File: src/rtl/ads1256_scan_ctrl_if.sv
// Pin and result bundle between the ADS1256 scan sequencer and its surroundings.
// master = the scan controller, slave = board logic plus the converter pins.
interface ads1256_scan_ctrl_if;
  logic        start_i;
  logic        continuous_i;
  logic        drdy_ni;
  logic        miso_i;
  logic        mosi_o;
  logic        sclk_o;
  logic        cs_no;
  logic [23:0] sample_o;
  logic [2:0]  channel_o;
  logic        sample_valid_o;
  logic        scan_done_o;
  logic        busy_o;
  logic        error_o;

  modport master (
    input  start_i, continuous_i, drdy_ni, miso_i,
    output mosi_o, sclk_o, cs_no, sample_o, channel_o,
           sample_valid_o, scan_done_o, busy_o, error_o
  );

  modport slave (
    output start_i, continuous_i, drdy_ni, miso_i,
    input  mosi_o, sclk_o, cs_no, sample_o, channel_o,
           sample_valid_o, scan_done_o, busy_o, error_o
  );
endinterface

File: src/rtl/ads1256_scan_ctrl.sv
// Multi-channel ADS1256 scan sequencer with a built-in SPI mode-1 shift engine.
// Per channel: write MUX, SYNC, WAKEUP, wait for a fresh DRDY, RDATA, read 24 bits.
module ads1256_scan_ctrl #(
  parameter int NUM_CH       = 8,
  parameter int CLK_DIV      = 32,
  parameter int GAP_CYCLES   = 400,
  parameter int T6_CYCLES    = 700,
  parameter int DRDY_TIMEOUT = 2_000_000
) (
  input logic                 clock_i,
  input logic                 reset_ni,
  ads1256_scan_ctrl_if.master bus
);
  typedef enum logic [2:0] {IDLE, MUX_WAIT, MUX_WR, CONV_WAIT, RDATA, READ, EMIT} state_t;

  localparam logic [31:0] HALF_END = 32'(CLK_DIV - 1);
  localparam logic [31:0] GAP_END  = 32'(CLK_DIV + GAP_CYCLES - 1);
  localparam logic [31:0] T6_END   = 32'(CLK_DIV + T6_CYCLES - 1);
  localparam logic [31:0] TO_END   = 32'(DRDY_TIMEOUT - 1);
  localparam logic [7:0]  CMD_WREG = 8'h51;
  localparam logic [7:0]  CMD_RDAT = 8'h01;

  state_t      state;
  logic [1:0]  drdy_sync;
  logic        drdy;
  logic [31:0] tcnt, wcnt;
  logic [2:0]  ch, byte_idx;
  logic [4:0]  bit_idx;
  logic        sclk_hi, conv_hi;
  logic [23:0] shreg;
  logic [7:0]  tx_byte, nxt_byte;

  function automatic logic [7:0] cmd_byte(input logic [2:0] idx, input logic [2:0] c);
    case (idx)
      3'd0:    cmd_byte = CMD_WREG;
      3'd2:    cmd_byte = {1'b0, c, 4'h8};
      3'd3:    cmd_byte = 8'hFC;
      default: cmd_byte = 8'h00;
    endcase
  endfunction

  assign drdy = drdy_sync[1];

  always_comb begin
    tx_byte  = (state == RDATA) ? CMD_RDAT : cmd_byte(byte_idx, ch);
    nxt_byte = cmd_byte(byte_idx + 3'd1, ch);
  end

  always_ff @(posedge clock_i) begin
    if (!reset_ni) begin
      state              <= IDLE;
      drdy_sync          <= 2'b11;
      tcnt               <= '0;
      wcnt               <= '0;
      ch                 <= '0;
      byte_idx           <= '0;
      bit_idx            <= '0;
      sclk_hi            <= 1'b0;
      conv_hi            <= 1'b0;
      shreg              <= '0;
      bus.sclk_o         <= 1'b0;
      bus.mosi_o         <= 1'b0;
      bus.cs_no          <= 1'b1;
      bus.busy_o         <= 1'b0;
      bus.sample_valid_o <= 1'b0;
      bus.scan_done_o    <= 1'b0;
      bus.error_o        <= 1'b0;
      bus.sample_o       <= '0;
      bus.channel_o      <= '0;
    end else begin
      drdy_sync          <= {drdy_sync[0], bus.drdy_ni};
      bus.sample_valid_o <= 1'b0;
      bus.scan_done_o    <= 1'b0;
      case (state)
        IDLE: if (bus.start_i) begin
          state       <= MUX_WAIT;
          ch          <= '0;
          wcnt        <= '0;
          bus.busy_o  <= 1'b1;
          bus.cs_no   <= 1'b0;
          bus.error_o <= 1'b0;
        end

        MUX_WAIT: begin
          if (!drdy) begin
            // first bit launches on the transition edge
            state      <= MUX_WR;
            byte_idx   <= '0;
            bit_idx    <= '0;
            tcnt       <= '0;
            sclk_hi    <= 1'b1;
            bus.sclk_o <= 1'b1;
            bus.mosi_o <= CMD_WREG[7];
          end else if (wcnt == TO_END) begin
            state       <= IDLE;
            bus.error_o <= 1'b1;
            bus.busy_o  <= 1'b0;
            bus.cs_no   <= 1'b1;
          end else begin
            wcnt <= wcnt + 32'd1;
          end
        end

        MUX_WR, RDATA: begin
          if (sclk_hi) begin
            if (tcnt == HALF_END) begin
              bus.sclk_o <= 1'b0;
              sclk_hi    <= 1'b0;
              tcnt       <= '0;
            end else tcnt <= tcnt + 32'd1;
          end else if (bit_idx != 5'd7) begin
            if (tcnt == HALF_END) begin
              bus.sclk_o <= 1'b1;
              sclk_hi    <= 1'b1;
              tcnt       <= '0;
              bit_idx    <= bit_idx + 5'd1;
              bus.mosi_o <= tx_byte[3'd6 - bit_idx[2:0]];
            end else tcnt <= tcnt + 32'd1;
          end else if (tcnt == ((state == MUX_WR) ? GAP_END : T6_END)) begin
            // trailing low half plus t11 / t6 have elapsed
            tcnt    <= '0;
            bit_idx <= '0;
            if (state == RDATA) begin
              state      <= READ;
              bus.sclk_o <= 1'b1;
              sclk_hi    <= 1'b1;
              bus.mosi_o <= 1'b0;
            end else if (byte_idx != 3'd4) begin
              byte_idx   <= byte_idx + 3'd1;
              bus.sclk_o <= 1'b1;
              sclk_hi    <= 1'b1;
              bus.mosi_o <= nxt_byte[7];
            end else begin
              state      <= CONV_WAIT;
              conv_hi    <= 1'b0;
              wcnt       <= '0;
              bus.mosi_o <= 1'b0;
            end
          end else tcnt <= tcnt + 32'd1;
        end

        CONV_WAIT: begin
          // only a high-to-low DRDY transition marks the post-SYNC conversion
          if (conv_hi && !drdy) begin
            state      <= RDATA;
            tcnt       <= '0;
            bit_idx    <= '0;
            sclk_hi    <= 1'b1;
            bus.sclk_o <= 1'b1;
            bus.mosi_o <= CMD_RDAT[7];
          end else if (wcnt == TO_END) begin
            state       <= IDLE;
            bus.error_o <= 1'b1;
            bus.busy_o  <= 1'b0;
            bus.cs_no   <= 1'b1;
          end else begin
            wcnt <= wcnt + 32'd1;
            if (drdy) conv_hi <= 1'b1;
          end
        end

        READ: begin
          if (sclk_hi) begin
            if (tcnt == HALF_END) begin
              bus.sclk_o <= 1'b0;
              sclk_hi    <= 1'b0;
              tcnt       <= '0;
              shreg      <= {shreg[22:0], bus.miso_i};
              if (bit_idx == 5'd23) state <= EMIT;
            end else tcnt <= tcnt + 32'd1;
          end else if (tcnt == HALF_END) begin
            bus.sclk_o <= 1'b1;
            sclk_hi    <= 1'b1;
            tcnt       <= '0;
            bit_idx    <= bit_idx + 5'd1;
          end else tcnt <= tcnt + 32'd1;
        end

        EMIT: begin
          bus.sample_o       <= shreg;
          bus.channel_o      <= ch;
          bus.sample_valid_o <= 1'b1;
          wcnt               <= '0;
          if (ch != 3'(NUM_CH - 1)) begin
            ch    <= ch + 3'd1;
            state <= MUX_WAIT;
          end else begin
            bus.scan_done_o <= 1'b1;
            if (bus.continuous_i) begin
              ch    <= '0;
              state <= MUX_WAIT;
            end else begin
              state      <= IDLE;
              bus.busy_o <= 1'b0;
              bus.cs_no  <= 1'b1;
            end
          end
        end

        default: state <= IDLE;
      endcase
    end
  end
endmodule

File: src/flat_wrapper.sv
// flat-port wrapper written by rule: the top's interface ports become plain ports
module ads1256_scan_ctrl_flat 
#(
  parameter int NUM_CH       = 8,
  parameter int CLK_DIV      = 32,
  parameter int GAP_CYCLES   = 400,
  parameter int T6_CYCLES    = 700,
  parameter int DRDY_TIMEOUT = 2_000_000
)
  (clock_i, reset_ni, bus_start_i, bus_continuous_i, bus_drdy_ni, bus_miso_i, bus_mosi_o, bus_sclk_o, bus_cs_no, bus_sample_o, bus_channel_o, bus_sample_valid_o, bus_scan_done_o, bus_busy_o, bus_error_o);
  ads1256_scan_ctrl_if bus_i ();
  input logic clock_i;
  input logic reset_ni;
  input wire logic [$bits(bus_i.start_i)-1:0] bus_start_i;
  input wire logic [$bits(bus_i.continuous_i)-1:0] bus_continuous_i;
  input wire logic [$bits(bus_i.drdy_ni)-1:0] bus_drdy_ni;
  input wire logic [$bits(bus_i.miso_i)-1:0] bus_miso_i;
  output wire logic [$bits(bus_i.mosi_o)-1:0] bus_mosi_o;
  output wire logic [$bits(bus_i.sclk_o)-1:0] bus_sclk_o;
  output wire logic [$bits(bus_i.cs_no)-1:0] bus_cs_no;
  output wire logic [$bits(bus_i.sample_o)-1:0] bus_sample_o;
  output wire logic [$bits(bus_i.channel_o)-1:0] bus_channel_o;
  output wire logic [$bits(bus_i.sample_valid_o)-1:0] bus_sample_valid_o;
  output wire logic [$bits(bus_i.scan_done_o)-1:0] bus_scan_done_o;
  output wire logic [$bits(bus_i.busy_o)-1:0] bus_busy_o;
  output wire logic [$bits(bus_i.error_o)-1:0] bus_error_o;
  assign bus_i.start_i = bus_start_i;
  assign bus_i.continuous_i = bus_continuous_i;
  assign bus_i.drdy_ni = bus_drdy_ni;
  assign bus_i.miso_i = bus_miso_i;
  assign bus_mosi_o = bus_i.mosi_o;
  assign bus_sclk_o = bus_i.sclk_o;
  assign bus_cs_no = bus_i.cs_no;
  assign bus_sample_o = bus_i.sample_o;
  assign bus_channel_o = bus_i.channel_o;
  assign bus_sample_valid_o = bus_i.sample_valid_o;
  assign bus_scan_done_o = bus_i.scan_done_o;
  assign bus_busy_o = bus_i.busy_o;
  assign bus_error_o = bus_i.error_o;
  ads1256_scan_ctrl #(.NUM_CH(NUM_CH), .CLK_DIV(CLK_DIV), .GAP_CYCLES(GAP_CYCLES), .T6_CYCLES(T6_CYCLES), .DRDY_TIMEOUT(DRDY_TIMEOUT)) u_core (.clock_i(clock_i), .reset_ni(reset_ni), .bus(bus_i));
endmodule
File: config.mk
export PLATFORM = sky130hd
export DESIGN_NAME = ads1256_scan_ctrl_flat
export DESIGN_NICKNAME = d
export VERILOG_FILES = /design/src/rtl/ads1256_scan_ctrl_if.sv /design/src/rtl/ads1256_scan_ctrl.sv /design/src/flat_wrapper.sv
export SDC_FILE = /design/constraint.sdc
export NUM_CORES = 1
export LEC_CHECK = 0
export ABC_AREA = 1
export CORE_ASPECT_RATIO = 2
export CORE_UTILIZATION = 50
export CTS_CLUSTER_SIZE = 16
export DETAILED_ROUTE_END_ITERATION = 16
export PLACE_DENSITY = 0.68
export SLEW_MARGIN = 25
export SYNTH_ARGS = -nofsm -noshare
export SYNTH_HDL_FRONTEND = slang
export SYNTH_SLANG_ARGS = --single-unit
export TNS_END_PERCENT = 20
File: constraint.sdc
create_clock -name clock_i -period 2.8 [get_ports clock_i]
set_clock_uncertainty 0.2 [all_clocks]
set_input_delay 0.7 -clock clock_i [delete_from_list [all_inputs] [get_ports clock_i]]
set_output_delay 0.7 -clock clock_i [all_outputs]
set_load 0.01 [all_outputs]
* After elaboration in Yosys (flattened, before gate mapping)
Index checks and enable logic that the tools add are counted.
W data, S select, Z words.
** Word-level totals
- Input port bits :: 6
- Register bits after elaboration :: 140
- Word-level logic and storage cells :: 210
- Output and inout bits :: 34
** Operators by class
- Order comparisons :: 1
- Equality and inequality tests :: 42
- Add/sub/neg operators :: 6
- Reductions and logical operators :: 27
- Muxes and demuxes :: 115
** Operators by type and width (number)
- $mux W32 :: 15
- $pmux W32 S5 :: 1
- $pmux W32 S4 :: 1
- $mux W3 :: 22
- $add A32 B1 Y32 const B :: 2
- $mux W1 :: 53
- $pmux W8 S3 :: 2
- $mux W5 :: 7
- $eq A32 B21 Y1 const B :: 1
- $eq A32 B32 Y1 :: 1
- $eq A32 B5 Y1 const B :: 1
- $ne A2 B2 Y1 const B :: 11
- $pmux W5 S4 :: 1
- $eq A3 B2 Y1 const B :: 6
- $pmux W3 S6 :: 1
- $reduce_and A6 Y1 :: 3
- $reduce_and A9 Y1 :: 2
- $ne A2 B1 Y1 const B :: 8
- $pmux W1 S4 :: 4
- $pmux W3 S2 :: 2
- $mux W10 :: 1
- $eq A3 B3 Y1 const B :: 3
- $logic_not A3 Y1 :: 3
- $ne A3 B3 Y1 const B :: 3
- 28 further kinds :: 37

* Depth between registers and ports, before layout
Gate-level depths: netlist of the first run.
- Depth after elaboration :: 9
- Depth in mapped cells :: 15
- Mapped depth without buffers :: 14

* Least setup slack after synthesis of the first run
OpenSTA, ideal clock, no wires.
- Path kind :: reg-to-reg
- From :: reg u_core.tcnt[0]
- To :: reg u_core.tcnt[0]
- Path slack :: 0.657 ns
- Stages on the path, launching flop included :: 16
- Setup time :: 0.113 ns
- Data required time :: 2.487 ns
- Buffers on the path :: 1
- Arrival :: 1.830 ns
- Path through :: dfxtp_1 > ha_1 > nand2_1 > nor2_1 > inv_2 > nor2_1 > nand2_1 > nor2_2 > nor2_1 > nor2_1 > nand2_1 > nand2_1 > nand2_1 > buf_2 > o21ai_1 > inv_1
** Between the ends
- Longest elaborated chain between the ends :: 5
- Elaborated cells between the ends (all ways) :: 8
** Ends and longest elaborated chain
- start: declaration :: line ads1256_scan_ctrl.sv:26 : logic [31:0] tcnt, wcnt;
- start signal: assignment :: line ads1256_scan_ctrl.sv:110 : end else tcnt <= tcnt + 32'd1;
- start signal: assignment :: line ads1256_scan_ctrl.sv:118 : end else tcnt <= tcnt + 32'd1;
- start signal: assignment :: line ads1256_scan_ctrl.sv:139 : end else tcnt <= tcnt + 32'd1;
- $add A32 B1 Y32, or another cell as far along
- $mux W32, on equally long branches
- $mux W32 :: line ads1256_scan_ctrl.sv:111 : end else if (bit_idx != 5'd7) begin
- $mux W32 :: line ads1256_scan_ctrl.sv:105 : if (sclk_hi) begin
- $pmux W32 S4 (*) :: line ads1256_scan_ctrl.sv:74 : case (state)
Every way passes the cells marked *; elsewhere a longest branch is shown, timed or not.
A chain may end at the register's enable or synchronous reset.

* Worst setup path after layout of the first run
- From :: reg u_core.state[2]
- To :: reg u_core.tcnt[22]
** Between the ends
- Longest elaborated chain between the ends :: 7
- Elaborated cells between the ends (all ways) :: 16
** Ends and longest elaborated chain
- start: declaration :: line ads1256_scan_ctrl.sv:23 : state_t state;
- start signal: assignment :: line ads1256_scan_ctrl.sv:51 : state <= IDLE;
- start signal: assignment :: line ads1256_scan_ctrl.sv:76 : state <= MUX_WAIT;
- start signal: assignment :: line ads1256_scan_ctrl.sv:87 : state <= MUX_WR;
- $eq A3 B2 Y1 :: line ads1256_scan_ctrl.sv:74, ads1256_scan_ctrl.sv:119
- $mux W10 :: line ads1256_scan_ctrl.sv:119 : end else if (tcnt == ((state == MUX_WR) ? GAP_END : T6_END)) begin
- $eq A32 B32 Y1 :: line ads1256_scan_ctrl.sv:119
- $mux W32 :: line ads1256_scan_ctrl.sv:119
- $mux W32 :: line ads1256_scan_ctrl.sv:111
- $mux W32 :: line ads1256_scan_ctrl.sv:105
- $pmux W32 S4 :: line ads1256_scan_ctrl.sv:74
Several ways; a longest one is shown, not always the timed one.

==> summary.txt, run 1 <==
Maximum fanout along the worst path -> 23
Post-CTS Setup Bufs -> 0
Slowest stage cell, crit path -> o21ai_2
Yosys cell types -> 36
Final Critical Period -> 2.56 ns
Global-route wire length before repair -> 36.2 mm
Core Region -> 0.0153 mm2
Slowest cell delay on critical path -> 0.61 ns
Main synth FF type -> dfxtp_1
Pint -> 3.38 mW
WL final -> 21.8 mm
Status -> complete, no violations
RR Startpoint -> u_core.state[2]
Clk sinks -> 140
Placed Instances -> 1432
Layout cells sized above 1 -> 0.0671
Total gr overflow -> 0
Most frequent cell after synthesis -> nand2_1
Critical path class -> register to register
Root buf cell -> clkbuf_16
CP Buf/Inv Count -> 2
GPL Wtd Cong -> 0.924
Die area -> 0.0163 mm2
Top cells by count, synth -> nand2_1 (310), nor2_1 (189), dfxtp_1 (140)
Row count -> 64
Antenna Diode Count -> 0
Synthesis-to-finish area growth -> 14.9%
Slew @ Worst Pin -> 0.663 ns
Final std cells w/o fill -> 1464
Starting Density -> 0.514
Clk slew on worst S/H paths -> 0.06 ns
Worst slew margin -> 0.558
Highest Clock Rate -> 390 MHz
Sw frac -> 0.277
Worst Setup Start Kind -> register
Cell family with most CP delay -> compound AO/OA/AOI/OAI gates
Worst vdd ir -> 432 uV
Compound-Gate Fraction of Synth Area -> 0.155
Net load switching power -> 1.30 mW
Synth Cell Area -> 0.00786 mm2
Largest family of logic cells by synthesized area -> simple AND/OR/NAND/NOR gates
Top-Level Pins -> 40
Clk buf depth -> 2
Post-cts repair resize count -> 0
Post-synth ARST share -> 0
Hold Path Stages -> 1
Largest cells by area after synthesis -> dfxtp_1 (36%), nand2_1 (15%), nor2_1 (9.0%)
Crit share post-route -> 0.916
Initial antenna violation count -> 0
Lkg Pwr -> 3.36 nW
Hold Path End -> u_core.drdy_sync[1]
Vias in the first global route -> 7737
Setup slack, reg-to-reg -> 0.24 ns
Mux contribution to synthesized area -> 0
Yosys top cell by area -> dfxtp_1
Nets -> 1269
Hold crit path type -> register to register
Synth warn -> 0
Reg2reg end -> u_core.tcnt[22]
Total CTS buffers -> 17
Crit path arrival time -> 2.71 ns
Vias per cell -> 5.33
Sequential power share -> 0.440
Vias -> 7806
Avg Cell Area, Syn -> 6.45 um2
Worst setup EP type -> register
Worst hold path startpoint -> u_core.drdy_sync[0]
Seq cells post-synth -> 140
CP most frequent cell -> nand2_1
All-Layer GR Usage -> 0.281
Clk pwr share -> 0.450
Remaining DRCs -> 0
TritonRoute pass-1 iters -> 5
CP Data Required Time -> 2.95 ns
Die Span Y -> 179 um
Worst hold slack -> 0.219 ns
Power Density -> 518 mW/mm2
Final setup fails -> 0
Worst Reg-to-Reg Cells -> 7
Seq/Total Area, Yosys -> 0.357
Simple-gate area share of the yosys netlist -> 0.339
DRT iter0 DRCs -> 353
Net Count, Synth -> 1235
TritonCTS clock tree -> done
Avg WL per Cell -> 14.9 um
Synthesized instance count -> 1219
Port bufs -> 39
TNS Setup -> 0 ns
Final hold vios -> 0
Hold buffer count at cts -> 0
H-tree depth -> 4
Layout Utilization -> 0.591
Post-synth top area share -> 0.357
Largest net degree at the start of global routing -> 54
Worst skew pair latency -> 0.43 ns
Final Max Tran Viols -> 0
EDFF count, synth -> 0
Synth Area in Adders -> 0.0159
Max_cap viols -> 0
CP cell instances -> inv_2, nand3_2, nand2_1, o21ai_2, buf_4, nand2_1, a21oi_1
Unrepaired setup endpoints after global routing -> false
XOR/XNOR Fraction of Synth Area -> 0.0468
Comb pwr share -> 0.110
Die Wd -> 90.7 um
Final ANT Viol Nets -> 0
Detailed placement HPWL -> 16.1 mm
[power groups by stage]
stage | clock network, mW | registers (mW) | logic (mW)
2_1_floorplan | 0 | 2.10 | 0.351
3_3_place_gp | 0 | 2.10 | 0.510
3_5_place_dp | 0 | 2.10 | 0.513
4_1_cts | 2.16 | 2.06 | 0.514
5_1_grt | 2.22 | 2.06 | 0.571
6_report | 2.11 | 2.06 | 0.515
[metrics by stage]
step / power [mW] / instance area, um2 / setup WS, ns
6_report: 4.68 / 9030 / 0.236
3_3_place_gp: 2.61 / 8480 / 0.312
5_1_grt: 4.85 / 9030 / 0.0163
4_1_cts: 4.73 / 9030 / 0.278
2_1_floorplan: 2.45 / 7860 / 0.657
3_5_place_dp: 2.61 / 8480 / 0.296
[worst max path at each step]
stage                         start               to  slack (ns)  depth (start not counted)
floorplan            u_core.tcnt[0]   u_core.tcnt[0]        0.66                         15
global placement    u_core.state[2]  u_core.tcnt[15]        0.31                          7
detailed placement  u_core.state[2]  u_core.tcnt[22]        0.30                          7
CTS                 u_core.state[2]  u_core.tcnt[22]        0.28                          7
global route         u_core.tcnt[0]   u_core.tcnt[0]        0.02                         14
finish              u_core.state[2]  u_core.tcnt[22]        0.24                          7
[cells in the final DEF (no fill, tap or decap), drive strengths merged, types with 22 or more instances in the layout]
cell type / n
a211oi: 23
a21oi: 112
buf: 22
clkdlybuf4s50: 39
dfxtp: 140
inv: 126
nand2: 314
nand3: 54
nor2: 194
nor3: 44
o21ai: 58
xor2: 36
[logic make-up (layout without fill, tap and decap cells)]
| logic type | after synthesis | in the layout |
|---|---|---|
| buf+inv | 171 | 218 |
| fa+ha+maj | 10 | 10 |
| compound gates | 219 | 219 |
| flops | 140 | 140 |
| simple gates | 637 | 637 |
| xor+xnor | 42 | 42 |
[flip-flops by register name, indices dropped and copies added, names as in the netlist, 2 cells and up]
signal and count:
u_core.bus.channel_o 3, u_core.ch 3, u_core.bus.sample_o 24, u_core.byte_idx 3, u_core.shreg 24, u_core.state 3
u_core.tcnt 32, u_core.bit_idx 5, u_core.wcnt 32, u_core.drdy_sync 2
[final cells by class]
type,count,area [um2]
flip-flops and latches,140,2800
clock buffers,20,467
multi-input cells,908,4390
well taps,198,248
clock inverters,12,90.1
fillers,1538,6260
inverters,125,469
repair buffers,61,568
[layer usage]
metal	routed length (um)	share of wire	track usage
met1	8450	0.39	0.278
met2	11900	0.55	0.551
met3	524	0.024	0.0382
met4	955	0.044	0.161
met5	0	0	0
(Power assumes the default switching activity.)
==> inputs of run 2 (changes only) <==
--- a/config.mk
+++ b/config.mk
@@ -10,7 +10,7 @@
 export CORE_UTILIZATION = 50
 export CTS_CLUSTER_SIZE = 16
 export DETAILED_ROUTE_END_ITERATION = 16
-export PLACE_DENSITY = 0.68
+export PLACE_DENSITY = 0.71
 export SLEW_MARGIN = 25
 export SYNTH_ARGS = -nofsm -noshare
 export SYNTH_HDL_FRONTEND = slang
==> constraint.sdc (replaced) <==
create_clock -name clock_i -period 2.2 [get_ports clock_i]
set_clock_uncertainty 0.2 [all_clocks]
set_input_delay 0.55 -clock clock_i [delete_from_list [all_inputs] [get_ports clock_i]]
set_output_delay 0.55 -clock clock_i [all_outputs]
set_load 0.01 [all_outputs]
==> summary.txt, run 2 (synthesized netlist as in run 1, its figures left out) <==
Status -> complete, no violations
Highest Clock Rate -> 466 MHz
Die Span Y -> 179 um
Hold buffer count at cts -> 0
GPL Wtd Cong -> 0.982
Synthesis-to-finish area growth -> 27.3%
Final Max Tran Viols -> 0
Final hold vios -> 0
Slowest stage cell, crit path -> dfxtp_2
Port bufs -> 39
TritonCTS clock tree -> done
Placed Instances -> 1512
DRT iter0 DRCs -> 418
Maximum fanout along the worst path -> 8
Clk slew on worst S/H paths -> 0.06 ns
Final ANT Viol Nets -> 0
Largest registers -> u_core.tcnt x32, u_core.wcnt x32
CP Data Required Time -> 2.32 ns
Worst setup EP type -> register
Power Density -> 633 mW/mm2
H-tree depth -> 4
Layout cells sized above 1 -> 0.158
Met1 usage -> 0.272
Clk sinks -> 140
Nets -> 1354
Vias -> 8249
Cell family with most CP delay -> simple AND/OR/NAND/NOR gates
Most Used Layer, Global Route -> met2
Die area -> 0.0163 mm2
Remaining DRCs -> 0
Met3 GRT Util -> 0.0534
Vias in the first global route -> 8196
TritonRoute pass-1 iters -> 5
Clk buf depth -> 2
Worst Setup Start Kind -> register
Fill cells -> 1415
Slew @ Worst Pin -> 0.485 ns
Total gr overflow -> 0
Final setup fails -> 0
Starting Density -> 0.514
Layout Utilization -> 0.654
Antenna Diode Count -> 0
Initial antenna violation count -> 0
Top-Level Pins -> 40
Crit share post-route -> 0.976
Commonest cells after routing, fill and taps aside -> nand2_1 (297), nor2_1 (172), dfxtp_1 (131)
CP cell instances -> ha_4, nand2_2, nor2_2, nand2_2, nand2_4, nand2_4, nor2_4, nand4_4, buf_6, nor2_8, buf_12, nand2_1, nand2_1, nor2_1
Slowest cell delay on critical path -> 0.35 ns
Worst skew pair latency -> 0.43 ns
Critical path class -> register to register
Vias per cell -> 5.33
Final std cells w/o fill -> 1549
Met2 usage -> 0.568
Commonest non-fill, non-tap cell in the layout -> nand2_1
Worst slew margin -> 0.674
Detailed placement HPWL -> 16.7 mm
Max_cap viols -> 0
Final Critical Period -> 2.15 ns
Lkg Pwr -> 3.86 nW
Crit path arrival time -> 2.27 ns
Avg WL per Cell -> 14.9 um
Hold crit path type -> register to register
Die Wd -> 90.7 um
Total CTS buffers -> 17
Global-route wire length before repair -> 37.5 mm
All-Layer GR Usage -> 0.289
CP Buf/Inv Count -> 2
Worst vdd ir -> 664 uV
Row count -> 64
Root buf cell -> clkbuf_16
WL final -> 23.1 mm
Unrepaired setup endpoints after global routing -> true
Core Region -> 0.0153 mm2
Largest net degree at the start of global routing -> 54
-- run 2: layout make-up --
class                           instances  area, um2  share of cell area
Multi-Input combinational cell        908       4560               0.456
Sequential cell                       140       2810               0.281
Timing Repair Buffer                  146       1310               0.131
Inverter                              125        472              0.0472
Clock buffer                           21        460              0.0460
Tap cell                              198        248              0.0248
Clock inverter                         11        135              0.0135
-- run 2: power by group --
part	switching [mW]	leakage, nW	internal (mW)
Combinational	0.502	2.45	0.297
Clock	1.17	0.280	1.74
Sequential	0.0389	1.13	2.58
Total	1.71	3.86	4.62
-- run 2: what timing repair did --
| item | CTS | global route |
|---|---|---|
| setup buffers | 0 | 4 |
| setup endpoints to repair | 12 | 76 |
| gates cloned | 0 | 1 |
| pin swaps | 0 | 10 |
| hold endpoints to repair | 0 | 0 |
| gates resized for setup | 4 | 59 |
-- run 2: final timing paths --
check        cells after the start  slack, ns                start                  end
max                             14       0.05    u_core.bit_idx[0]       u_core.wcnt[0]
min reg2reg                      1       0.21  u_core.drdy_sync[0]  u_core.drdy_sync[1]
min                              1       0.21  u_core.drdy_sync[0]  u_core.drdy_sync[1]
max reg2reg                     14       0.05    u_core.bit_idx[0]       u_core.wcnt[0]
-- run 2: through the flow --
step / hold WS (ns) / area (um2) / setup slack [ns] / setup TNS (ns) / total power [mW]
2_1_floorplan: 0.193 / 7860 / 0.0565 / 0 / 3.12
3_3_place_gp: 0.198 / 9150 / 0.00936 / 0 / 3.40
3_5_place_dp: 0.198 / 9150 / -0.00215 / -0.00215 / 3.41
4_1_cts: 0.213 / 9760 / 0.00208 / 0 / 6.31
5_1_grt: 0.225 / 10000 / -0.0676 / -0.750 / 6.53
6_report: 0.213 / 10000 / 0.0533 / 0 / 6.34
-- run 2: per-layer routing --
layer  up-vias  routed length, um
li1       4185                  -
met1      3798               8730
met2       187              12600
met3        79                696
met4         0               1130
met5         -                  0
==> inputs of run 3 (changes only) <==
--- a/config.mk
+++ b/config.mk
@@ -10,6 +10,7 @@
 export CORE_UTILIZATION = 50
 export CTS_CLUSTER_SIZE = 16
 export DETAILED_ROUTE_END_ITERATION = 16
+export GPL_ROUTABILITY_DRIVEN = 0
 export PLACE_DENSITY = 0.71
 export SLEW_MARGIN = 25
 export SYNTH_ARGS = -nofsm -noshare
==> summary.txt, run 3 (synthesized netlist as in run 1, its figures left out) <==
Largest registers -> u_core.tcnt x32, u_core.wcnt x32
Worst Setup Start Kind -> register
Final Cell Area -> 0.00994 mm2
Slowest stage cell, crit path -> dfxtp_1
Port bufs -> 39
Row count -> 64
Crit path arrival time -> 2.32 ns
Largest net degree at the start of global routing -> 49
Top-Level Pins -> 40
Remaining DRCs -> 0
Final ANT Viol Nets -> 0
Root buf cell -> clkbuf_16
CP Data Required Time -> 2.36 ns
Placed cell area -> 0.00898 mm2
Commonest non-fill, non-tap cell in the layout -> nand2_1
Clk slew on worst S/H paths -> 0.06 ns
Clk sinks -> 140
Worst hold path startpoint -> u_core.drdy_sync[0]
Clk buf depth -> 2
Worst vdd ir -> 601 uV
Die Span Y -> 179 um
Core Region -> 0.0153 mm2
Layout cells sized above 1 -> 0.149
Met3 GRT Util -> 0.0454
Max_cap viols -> 0
Antenna Diode Count -> 0
RR Startpoint -> u_core.tcnt[16]
Total CTS buffers -> 17
Met2 usage -> 0.529
All-Layer GR Usage -> 0.275
Vias in the first global route -> 7973
TNS Setup -> 0 ns
Synthesis-to-finish area growth -> 26.5%
Slowest cell delay on critical path -> 0.34 ns
Starting Density -> 0.514
Met1 usage -> 0.263
Unrepaired setup endpoints after global routing -> true
Worst slew margin -> 0.629
Die area -> 0.0163 mm2
Lkg Pwr -> 3.83 nW
DRT iter0 DRCs -> 494
Commonest cells after routing, fill and taps aside -> nand2_1 (300), nor2_1 (176), dfxtp_1 (132)
WL final -> 22.9 mm
Maximum fanout along the worst path -> 6
Hold crit path type -> register to register
Detailed placement HPWL -> 15.9 mm
TritonRoute pass-1 iters -> 5
Die Wd -> 90.7 um
Total gr overflow -> 0
H-tree depth -> 4
Final Max Tran Viols -> 0
Worst skew pair latency -> 0.43 ns
Critical path class -> register to register
Highest Clock Rate -> 463 MHz
Avg WL per Cell -> 14.9 um
Vias per cell -> 5.45
TritonCTS clock tree -> done
Nets -> 1342
Layout Utilization -> 0.650
Vias -> 8378
Worst setup EP type -> register
Power Density -> 646 mW/mm2
Initial antenna violation count -> 0
Final setup fails -> 0
Most Used Layer, Global Route -> met2
CP cell instances -> nor2_2, nand2_1, nor2_1, nand2_2, nor2_1, nand3_2, nand2_4, nand2_4, nor2_8, clkbuf_16, nand2_1, a21oi_2
Slew @ Worst Pin -> 0.551 ns
Crit share post-route -> 0.981
Final Critical Period -> 2.16 ns
Final hold vios -> 0
Status -> complete, no violations
CP startpoint -> u_core.tcnt[16]
Global-route wire length before repair -> 35.8 mm
==> run 3: changes by cell type in the layout (fill, tap and decap cells not counted), moves of 3 or more <==
| cell | change |
|---|---|
| buf_4 | -14 |
| clkinv_2 | +5 |
| nor2_4 | -3 |
| clkbuf_16 | +3 |
| nor2_1 | +4 |
| nand2_1 | +3 |
| a21oi_1 | -6 |
| nand2_2 | -3 |
| a21oi_2 | +6 |
==> run 3: worst paths after layout <==
check	end	slack (ns)	cells past startpoint
min	u_core.drdy_sync[1]	0.21	1
max	u_core.wcnt[12]	0.04	12
min reg2reg	u_core.drdy_sync[1]	0.21	1
max reg2reg	u_core.wcnt[12]	0.04	12
==> run 3: cell type report <==
class,count,area [um2]
repair buffers,134,1250
fillers,1330,5350
flip-flops and latches,140,2820
inverters,125,469
multi-input cells,908,4570
clock buffers,19,443
well taps,198,248
clock inverters,12,148
==> run 3: repair_timing <==
| item | 4_1_cts | 5_1_grt |
|---|---|---|
| gates resized for setup | 4 | 58 |
| pin swaps | 1 | 19 |
| endpoints found under the setup margin | 18 | 69 |
| setup buffers | 1 | 6 |
| hold buffers | 0 | 0 |
| cloned | 0 | 6 |
==> run 3: critical path, delay by kind of cell, from the launching register on <==
kind	cells	cell delay [ns]
simple gates	10	1.19
flops	1	0.34
buf+inv	1	0.20
compound gates	1	0.14
==> run 3: layer usage <==
metal | part of all wire | wire length [um]
met1 | 0.37 | 8440
met2 | 0.53 | 12000
met3 | 0.040 | 925
met4 | 0.064 | 1460
met5 | 0 | 0
==> run 3: where the power goes <==
part           internal (mW)  switching [mW]  leakage [nW]  total [mW]
Combinational          0.344           0.526          2.40       0.870
Sequential              2.58          0.0433          1.13        2.63
Clock                   1.80            1.14         0.288        2.93
==> run 3: metrics by stage <==
step | hold WS, ns | instances | setup slack, ns | power, mW
after global routing | 0.228 | 1536 | -0.0365 | 6.62
after global placement | 0.197 | 1492 | 0.00356 | 3.36
after CTS | 0.211 | 1524 | 0.00532 | 6.28
final | 0.211 | 1536 | 0.0408 | 6.43
after floorplan | 0.193 | 1219 | 0.0565 | 3.12
after detailed placement | 0.200 | 1492 | -0.0367 | 3.36
